## src/rtl/key_debounce_pkg.sv

```systemverilog
// Shared board constants, FSM state type and key-polarity helper for the
// push-button debouncer.
package key_debounce_pkg;

    localparam int unsigned CLK_FREQ_HZ         = 27_000_000;
    localparam int unsigned DEB_CYCLES_DEFAULT  = CLK_FREQ_HZ / 50;
    localparam int unsigned LONG_CYCLES_DEFAULT = CLK_FREQ_HZ;

    typedef enum logic [1:0] {
        ST_IDLE      = 2'd0,
        ST_PRESS_FLT = 2'd1,
        ST_PRESSED   = 2'd2,
        ST_REL_FLT   = 2'd3
    } deb_state_e;

    // Map the raw synchronised pin level to 1 = pressed.
    function automatic logic norm_key(input logic raw, input logic active_low);
        return active_low ? ~raw : raw;
    endfunction

endpackage

```

## src/rtl/key_debounce_sync_2ff.sv

```systemverilog
// Two-flop synchroniser for a single asynchronous input; reset value is
// configurable so the idle pin level survives reset without a false edge.
module sync_2ff #(
    parameter logic RST_VAL = 1'b0
) (
    input  logic I_clk,
    input  logic I_rst_n,
    input  logic I_d,
    output logic O_q
);

    logic meta_q, meta_d;
    logic sync_q, sync_d;

    always_comb begin
        meta_d = I_d;
        sync_d = meta_q;
    end

    always_ff @(posedge I_clk or negedge I_rst_n) begin
        if (!I_rst_n) begin
            meta_q <= RST_VAL;
            sync_q <= RST_VAL;
        end else begin
            meta_q <= meta_d;
            sync_q <= sync_d;
        end
    end

    assign O_q = sync_q;

endmodule

```

## src/rtl/key_debounce.sv

```systemverilog
// Push-button debouncer: synchronises the pin, filters level changes for
// DEB_CYCLES stable cycles and emits press / release / long-press pulses.
module key_debounce
    import key_debounce_pkg::*;
#(
    parameter int unsigned DEB_CYCLES     = DEB_CYCLES_DEFAULT,
    parameter int unsigned LONG_CYCLES    = LONG_CYCLES_DEFAULT,
    parameter bit          KEY_ACTIVE_LOW = 1'b1
) (
    input  logic I_clk,
    input  logic I_rst_n,
    input  logic I_key,
    output logic O_key,
    output logic O_press,
    output logic O_release,
    output logic O_long
);

    localparam int unsigned DEB_W  = $clog2(DEB_CYCLES + 1);
    localparam int unsigned HOLD_W = $clog2(LONG_CYCLES + 1);
    localparam logic [DEB_W-1:0]  DEB_LIMIT  = DEB_W'(DEB_CYCLES);
    localparam logic [HOLD_W-1:0] HOLD_LIMIT = HOLD_W'(LONG_CYCLES);

    if (DEB_CYCLES < 2 || LONG_CYCLES <= DEB_CYCLES) begin : g_param_check
        $error("key_debounce: requires DEB_CYCLES >= 2 and LONG_CYCLES > DEB_CYCLES");
    end

    logic key_sync;
    logic key_s;

    deb_state_e          state_q,     state_d;
    logic [DEB_W-1:0]    deb_cnt_q,   deb_cnt_d;
    logic [HOLD_W-1:0]   hold_cnt_q,  hold_cnt_d;
    logic                o_key_q,     o_key_d;
    logic                o_press_q,   o_press_d;
    logic                o_release_q, o_release_d;
    logic                o_long_q,    o_long_d;

    logic deb_done;
    logic hold_sat;

    // Released pin level is the reset value so reset never looks like a press.
    sync_2ff #(
        .RST_VAL (KEY_ACTIVE_LOW)
    ) u_sync (
        .I_clk   (I_clk),
        .I_rst_n (I_rst_n),
        .I_d     (I_key),
        .O_q     (key_sync)
    );

    assign key_s    = norm_key(key_sync, KEY_ACTIVE_LOW);
    assign deb_done = (deb_cnt_q + DEB_W'(1)) == DEB_LIMIT;
    assign hold_sat = (hold_cnt_q == HOLD_LIMIT);

    always_ff @(posedge I_clk or negedge I_rst_n) begin
        if (!I_rst_n) begin
            state_q     <= ST_IDLE;
            deb_cnt_q   <= '0;
            hold_cnt_q  <= '0;
            o_key_q     <= 1'b0;
            o_press_q   <= 1'b0;
            o_release_q <= 1'b0;
            o_long_q    <= 1'b0;
        end else begin
            state_q     <= state_d;
            deb_cnt_q   <= deb_cnt_d;
            hold_cnt_q  <= hold_cnt_d;
            o_key_q     <= o_key_d;
            o_press_q   <= o_press_d;
            o_release_q <= o_release_d;
            o_long_q    <= o_long_d;
        end
    end

    always_comb begin
        state_d    = state_q;
        deb_cnt_d  = deb_cnt_q;
        hold_cnt_d = hold_cnt_q;
        unique case (state_q)
            ST_IDLE: begin
                hold_cnt_d = '0;
                if (key_s) begin
                    state_d   = ST_PRESS_FLT;
                    deb_cnt_d = DEB_W'(1);
                end else begin
                    deb_cnt_d = '0;
                end
            end
            ST_PRESS_FLT: begin
                if (!key_s) begin
                    state_d   = ST_IDLE;
                    deb_cnt_d = '0;
                end else if (deb_done) begin
                    state_d   = ST_PRESSED;
                    deb_cnt_d = '0;
                end else begin
                    deb_cnt_d = deb_cnt_q + DEB_W'(1);
                end
            end
            ST_PRESSED: begin
                if (!hold_sat) begin
                    hold_cnt_d = hold_cnt_q + HOLD_W'(1);
                end
                if (!key_s) begin
                    state_d   = ST_REL_FLT;
                    deb_cnt_d = DEB_W'(1);
                end
            end
            ST_REL_FLT: begin
                // A bounce back to pressed resumes the hold count where it paused.
                if (key_s) begin
                    state_d   = ST_PRESSED;
                    deb_cnt_d = '0;
                end else if (deb_done) begin
                    state_d    = ST_IDLE;
                    deb_cnt_d  = '0;
                    hold_cnt_d = '0;
                end else begin
                    deb_cnt_d = deb_cnt_q + DEB_W'(1);
                end
            end
            default: begin
                state_d    = ST_IDLE;
                deb_cnt_d  = '0;
                hold_cnt_d = '0;
            end
        endcase
    end

    always_comb begin
        o_key_d     = (state_d == ST_PRESSED) || (state_d == ST_REL_FLT);
        o_press_d   = (state_q == ST_PRESS_FLT) && (state_d == ST_PRESSED);
        o_release_d = (state_q == ST_REL_FLT) && (state_d == ST_IDLE);
        o_long_d    = (state_q == ST_PRESSED) && !hold_sat && (hold_cnt_d == HOLD_LIMIT);
    end

    assign O_key     = o_key_q;
    assign O_press   = o_press_q;
    assign O_release = o_release_q;
    assign O_long    = o_long_q;

endmodule
```

## config.mk

```make
export PLATFORM = sky130hd
export DESIGN_NAME = key_debounce
export DESIGN_NICKNAME = d
export VERILOG_FILES = /design/src/rtl/key_debounce_pkg.sv /design/src/rtl/key_debounce_sync_2ff.sv /design/src/rtl/key_debounce.sv
export SDC_FILE = /design/constraint.sdc
export NUM_CORES = 1
export LEC_CHECK = 0
export ABC_AREA = 1
export CAP_MARGIN = 20
export CORE_ASPECT_RATIO = 1.25
export CORE_MARGIN = 8
export CORE_UTILIZATION = 60
export DETAILED_ROUTE_END_ITERATION = 12
export PLACE_DENSITY = 0.79
export SLEW_MARGIN = 10
export SYNTH_ARGS = -nofsm -noshare
export SYNTH_HDL_FRONTEND = slang
export SYNTH_SLANG_ARGS = --single-unit
```

## constraint.sdc

```tcl
create_clock -name I_clk -period 4.85 [get_ports I_clk]
set_input_delay 0.7275 -clock I_clk [delete_from_list [all_inputs] [get_ports I_clk]]
set_output_delay 0.7275 -clock I_clk [all_outputs]
set_load 0.005 [all_outputs]
```

Word level (Yosys, flattened, before mapping)
Index checks and enable logic that the tools add are counted.
{"block": "word_totals", "regBits": 53, "input_bits": 3, "out_inout_bits": 4, "wordCells": 45}
{"block": "classes", "add_sub_neg": 2, "eq_ne": 9, "mux": 17, "reduce_logical": 8}
{"cell": "20-bit 2-to-1 mux", "count": 4}
{"cell": "20-bit case mux with 4 select lines", "count": 1}
{"cell": "25-bit 2-to-1 mux", "count": 3}
{"cell": "25-bit case mux with 3 select lines", "count": 1}
{"cell": "25-bit equality test (second input constant)", "count": 2}
{"cell": "25-bit by 1-bit adder with 25-bit output (second input constant)", "count": 1}
{"cell": "20-bit by 1-bit adder with 20-bit output (second input constant)", "count": 1}
{"cell": "20-bit equality test (second input constant)", "count": 1}
{"cell": "2-bit 2-to-1 mux", "count": 6}
{"cell": "2-bit equality test (second input constant)", "count": 4}
{"cell": "2-bit case mux with 4 select lines", "count": 1}
{"cell": "1-bit logical AND", "count": 4}
{"cell": "2-bit logical NOT", "count": 2}
{"cell": "2-bit by 1-bit equality test with 1-bit output (second input constant)", "count": 1}
{"cell": "2-bit by 1-bit != test with 1-bit output (second input constant)", "count": 1}
{"cell": "1-bit logical NOT", "count": 1}
{"cell": "1-bit logical OR", "count": 1}
{"cell": "1-bit 2-to-1 mux", "count": 1}

Longest topological paths before layout
{"block": "logic_depth", "depth_word": 7, "depth_mapped": 21, "ltp_nobuf": 20}

By module
Synthesis repeated with hierarchy kept, for this count alone.
{"block": "unflattened", "cells_unflattened": 580, "area_unflattened_um2": 3664.8}
{"mod": "key_debounce", "instances": 1, "cells_per_inst": 578, "area_per_inst_um2": 3612.2, "seq_area_each_um2": 1251.2}
{"mod": "sync_2ff", "instances": 1, "cells_per_inst": 2, "area_per_inst_um2": 52.6, "seq_area_each_um2": 52.6}

Worst setup path after synthesis
Ideal clock, no wire load.
{"block": "synth_timing", "path_type": "reg2reg", "startpoint": "reg deb_cnt_q[0]", "endpoint": "reg o_long_q (netlist: O_long)", "setup_time_ns": 0.071, "arrival_time_ns": 2.159, "required_ns": 4.779, "slack_ns": 2.620, "stages_incl_launch_ff": 18, "path_buffers": 1, "synth_period_minus_slack_ns": 2.230, "cell_sequence": "dfrtp_1 ha_1 nand2_2 nor2_4 nand3_2 nor2_2 xor2_2 nand2_2 nor2_4 nand3_4 buf_6 nand2_1 nand2_1 nor2_2 nand2_1 nor2_1 nand3_1 nor2_1"}
{"block": "synth_via", "elab_chain_cells": 7}
{"element": "from (decl)", "line": "key_debounce.sv:32", "rtl": "logic [DEB_W-1:0] deb_cnt_q, deb_cnt_d;"}
{"element": "from (signal assigned)", "line": "key_debounce.sv:67", "rtl": "deb_cnt_q <= deb_cnt_d;"}
{"element": "20-bit by 1-bit adder with 20-bit output", "line": "key_debounce.sv:53", "rtl": "assign deb_done = (deb_cnt_q + DEB_W'(1)) == DEB_LIMIT;"}
{"element": "20-bit equality test", "line": "key_debounce.sv:53"}
{"element": "25-bit 2-to-1 mux", "line": "key_debounce.sv:115", "rtl": "end else if (deb_done) begin"}
{"element": "25-bit 2-to-1 mux", "line": "key_debounce.sv:112", "rtl": "if (key_s) begin"}
{"element": "25-bit case mux with 3 select lines", "line": "key_debounce.sv:80", "rtl": "unique case (state_q)"}
{"element": "25-bit equality test", "line": "key_debounce.sv:135", "rtl": "o_long_d = (state_q == ST_PRESSED) && !hold_sat && (hold_cnt_d == HOLD_LIMIT);"}
{"element": "1-bit logical AND", "line": "key_debounce.sv:135"}
{"element": "net o_long_d", "line": "key_debounce.sv:37", "rtl": "logic o_long_q, o_long_d;"}
{"element": "to (signal assigned)", "line": "key_debounce.sv:72", "rtl": "o_long_q <= o_long_d;"}
{"element": "to (decl)", "line": "key_debounce.sv:37"}
The timed path passes the listed nets, and every way through them passes these cells.
A chain may end at the register's enable or synchronous reset.

Worst setup path after layout
Ends and elaborated chain as after synthesis.

==> impl_results.md <==
- Most frequent CP cell: nand3_1
- Register area share after synthesis: 35.54%
- Pin count of the biggest net entering global routing: 53
- Antenna cells: 0
- Clock buffer count from CTS: 5
- Vias in the first global route: 3836
- 1st-iter DRT viols: 159
- DIE HEIGHT: 103.4 um
- Fin Hold WS: 0.3531 ns
- Worst path arrival time: 2.95 ns
- Wire length per cell: 14.88 um
- Layout cells sized above 1: 6.143%
- Remaining antenna violation count: 0
- Setup-failing EPs final: 0
- Total gr overflow: 0
- Startpoint Class: flip-flop
- Worst-path clk slew: 0.10 ns
- Slew margin rel.: 50.83%
- Leading area contributor after synthesis: dfrtp_1
- Row cnt: 32
- Worst path max stage delay: 0.44 ns
- CP max FO: 7
- Setup CP Type: reg -> reg
- Synth Cell Area: 3669 um2
- Asr flop ratio synth: 100.0%
- Fmax achieved: 369.5 MHz
- Final Max Slew Viols: 0
- Overall power: 0.8089 mW
- First-pass GRT wire length: 17.16 mm
- Final setup margin: 2.143 ns
- CTS resizes: 0
- Starting density of the core: 60.68%
- Detailed Route WL: 9.987 mm
- Synth-to-Final Area Change: 6.719%
- Core area: 6046 um2
- P per Cell Area: 206.6 nW/um2
- RePlAce Congestion: 0.9901
- Total track usage: 24.19%
- Post-synth EDFFs: 0
- Maxcap violations: 0
- Initial antenna violation count: 0
- Vias/cell: 5.620
- Nets@finish: 591
- CTS tree: yes
- RSZ-0062 raised after global routing: no
- Die Area: 8888 um2
- Ports: 7
- Htree depth: 2
- Fin crit period: 2.707 ns
- Critical Path Sink Type: flip-flop
- DR pass1 iterations: 5
- Setup_tns: 0 ns
- Critical-path top delay cell: dfrtp_1
- Syn Nets: 585
- Port Buffers: 6
- Buffer count from post-CTS setup fixing: 0
- Hold buffers post-CTS: 0
- Syn Area/Cell: 6.336 um2
- Post-synthesis cell type count: 31
- Root buf cell: clkbuf_8
- Worst-Skew Late Latency: 0.31 ns
- Clock sink count: 52
- Post-synthesis register bit count: 52
- WP data required: 5.09 ns
- Clk_skew: 0.01055 ns
- Fin area: 3915 um2
- P_leak: 1.854 nW
- Cell count after synthesis: 579
- Vias: 3771
- CTS max path bufs: 2
- Outcome: completed
- Synthesis warning total: 0
- Dominant cells by area after synthesis: dfrtp_1 34%, nand2_1 18%, inv_1 9.5%
- Worst path cell trace: ha_1, nand3_1, nor2_4, nand3_1, nand2_1, nand2_1, nor2_1, nand3_1, nor2_1, nand3_1, nand2_2, nand3_1, nand2_1, nand2_1, nor2_1, nand3_1, nor2_1
- HPWL Detailed: 7.340 mm
- Worst hold path type: reg -> reg
- Final Hold Fails: 0
- CP delay by family, top: simple AND/OR/NAND/NOR gates
- Tightest Pin Transition: 0.7367 ns
- Die W: 85.94 um
- Share of the synthesized area in the top cell type: 34.11%
- Place WS: 2.200 ns
- Worst path bufs/invs: 0
- Main flop type after synthesis: dfrtp_1
- Placed Area: 3807 um2
- Final period utilization: 55.81%
- Remaining DRCs: 0
- Maximum VDD drop: 0.1219 mV
[worst reg2reg max path, cell delays in order, from the launching register on]
cell     delay (ns)
dfrtp_1        0.44
ha_1           0.23
nand3_1        0.16
nor2_4         0.18
nand3_1        0.09
nand2_1        0.07
nand2_1        0.10
nor2_1         0.12
nand3_1        0.08
nor2_1         0.21
nand3_1        0.16
nand2_2        0.19
nand3_1        0.10
nand2_1        0.12
nand2_1        0.09
nor2_1         0.11
nand3_1        0.09
nor2_1         0.11
[stage by stage]
step                      cells  util, %
after floorplan             579        -
after global placement      663    62.98
after detailed placement    663    62.98
after CTS                   671    64.76
after global routing        671    64.76
final                       671    64.76
[kinds of logic after synthesis]
group	count (synthesis)	share of synthesized area, %
xor+xnor	5	1.399
buf+inv	105	10.95
fa+ha+maj	3	1.023
compound gates	71	10.33
simple gates	343	40.76
flops	52	35.54
[cell usage in the layout, fill, tap and decap left out, types with 4 or more instances in the layout]
cell / count
nand4_1: 14
clkdlybuf4s50_1: 5
nor2_4: 4
nand2_1: 172
nor2_2: 8
nand3_1: 45
a21oi_1: 19
nand2_2: 5
inv_1: 93
nor3_1: 12
nor2_1: 77
clkbuf_8: 5
o21ai_0: 36
dfrtp_1: 50
o22ai_1: 9
[layer usage]
layer  GRT usage [%]  routed length [um]  vias up
li1                -                   -     1843
met1           24.36                3709     1731
met2           45.04                5176      149
met3           3.399                 557       48
met4           17.16                 544        0
met5               0                   0        -
[power by group]
| group | total (mW) | switching (mW) | internal [mW] |
|---|---|---|---|
| Sequential | 0.454 | 0.0112 | 0.442 |
| Combinational | 0.0547 | 0.0410 | 0.0137 |
| Clock | 0.301 | 0.147 | 0.154 |
| Total | 0.809 | 0.199 | 0.610 |
[sequential cells by signal, summed over array words and instances, names as in the netlist]
register,flops
deb_cnt_q,20
O_press,1
u_sync.O_q,1
O_release,1
O_long,1
hold_cnt_q,25
state_q,1
u_sync.meta_q,1
O_key,1
[final cells by class]
cell class | count | area, um2
fill | 571 | 2131
multi-input combinational | 422 | 1963
sequential | 52 | 1304
inverter | 95 | 356.6
tap | 85 | 106.4
timing repair buffer | 9 | 77.57
clock buffer | 6 | 72.57
clock inverter | 2 | 35.03
[path summary, 6_finish.rpt]
| kind | from | slack, ns | cells after the start | to |
|---|---|---|---|---|
| setup / recovery | deb_cnt_q[0] | 2.14 | 17 | O_long |
| hold / removal | u_sync.meta_q | 0.35 | 0 | u_sync.O_q |
| setup reg to reg | deb_cnt_q[0] | 2.14 | 17 | O_long |
| hold reg to reg | u_sync.meta_q | 0.35 | 0 | u_sync.O_q |
| max in group asynchronous | I_rst_n | 3.84 | 2 | hold_cnt_q[1] |
| min in group asynchronous | I_rst_n | 0.53 | 2 | deb_cnt_q[15] |
[synthesized netlist by cell type, types with 5 or more instances]
master,number
a21oi_1,19
clkbuf_1,9
dfrtp_1,50
inv_1,93
nand2_1,172
nand2_2,5
nand3_1,45
nand4_1,14
nor2_1,77
nor2_2,8
nor3_1,12
o21ai_0,36
o22ai_1,9
No activity file was read; power rests on OpenSTA's default activity.
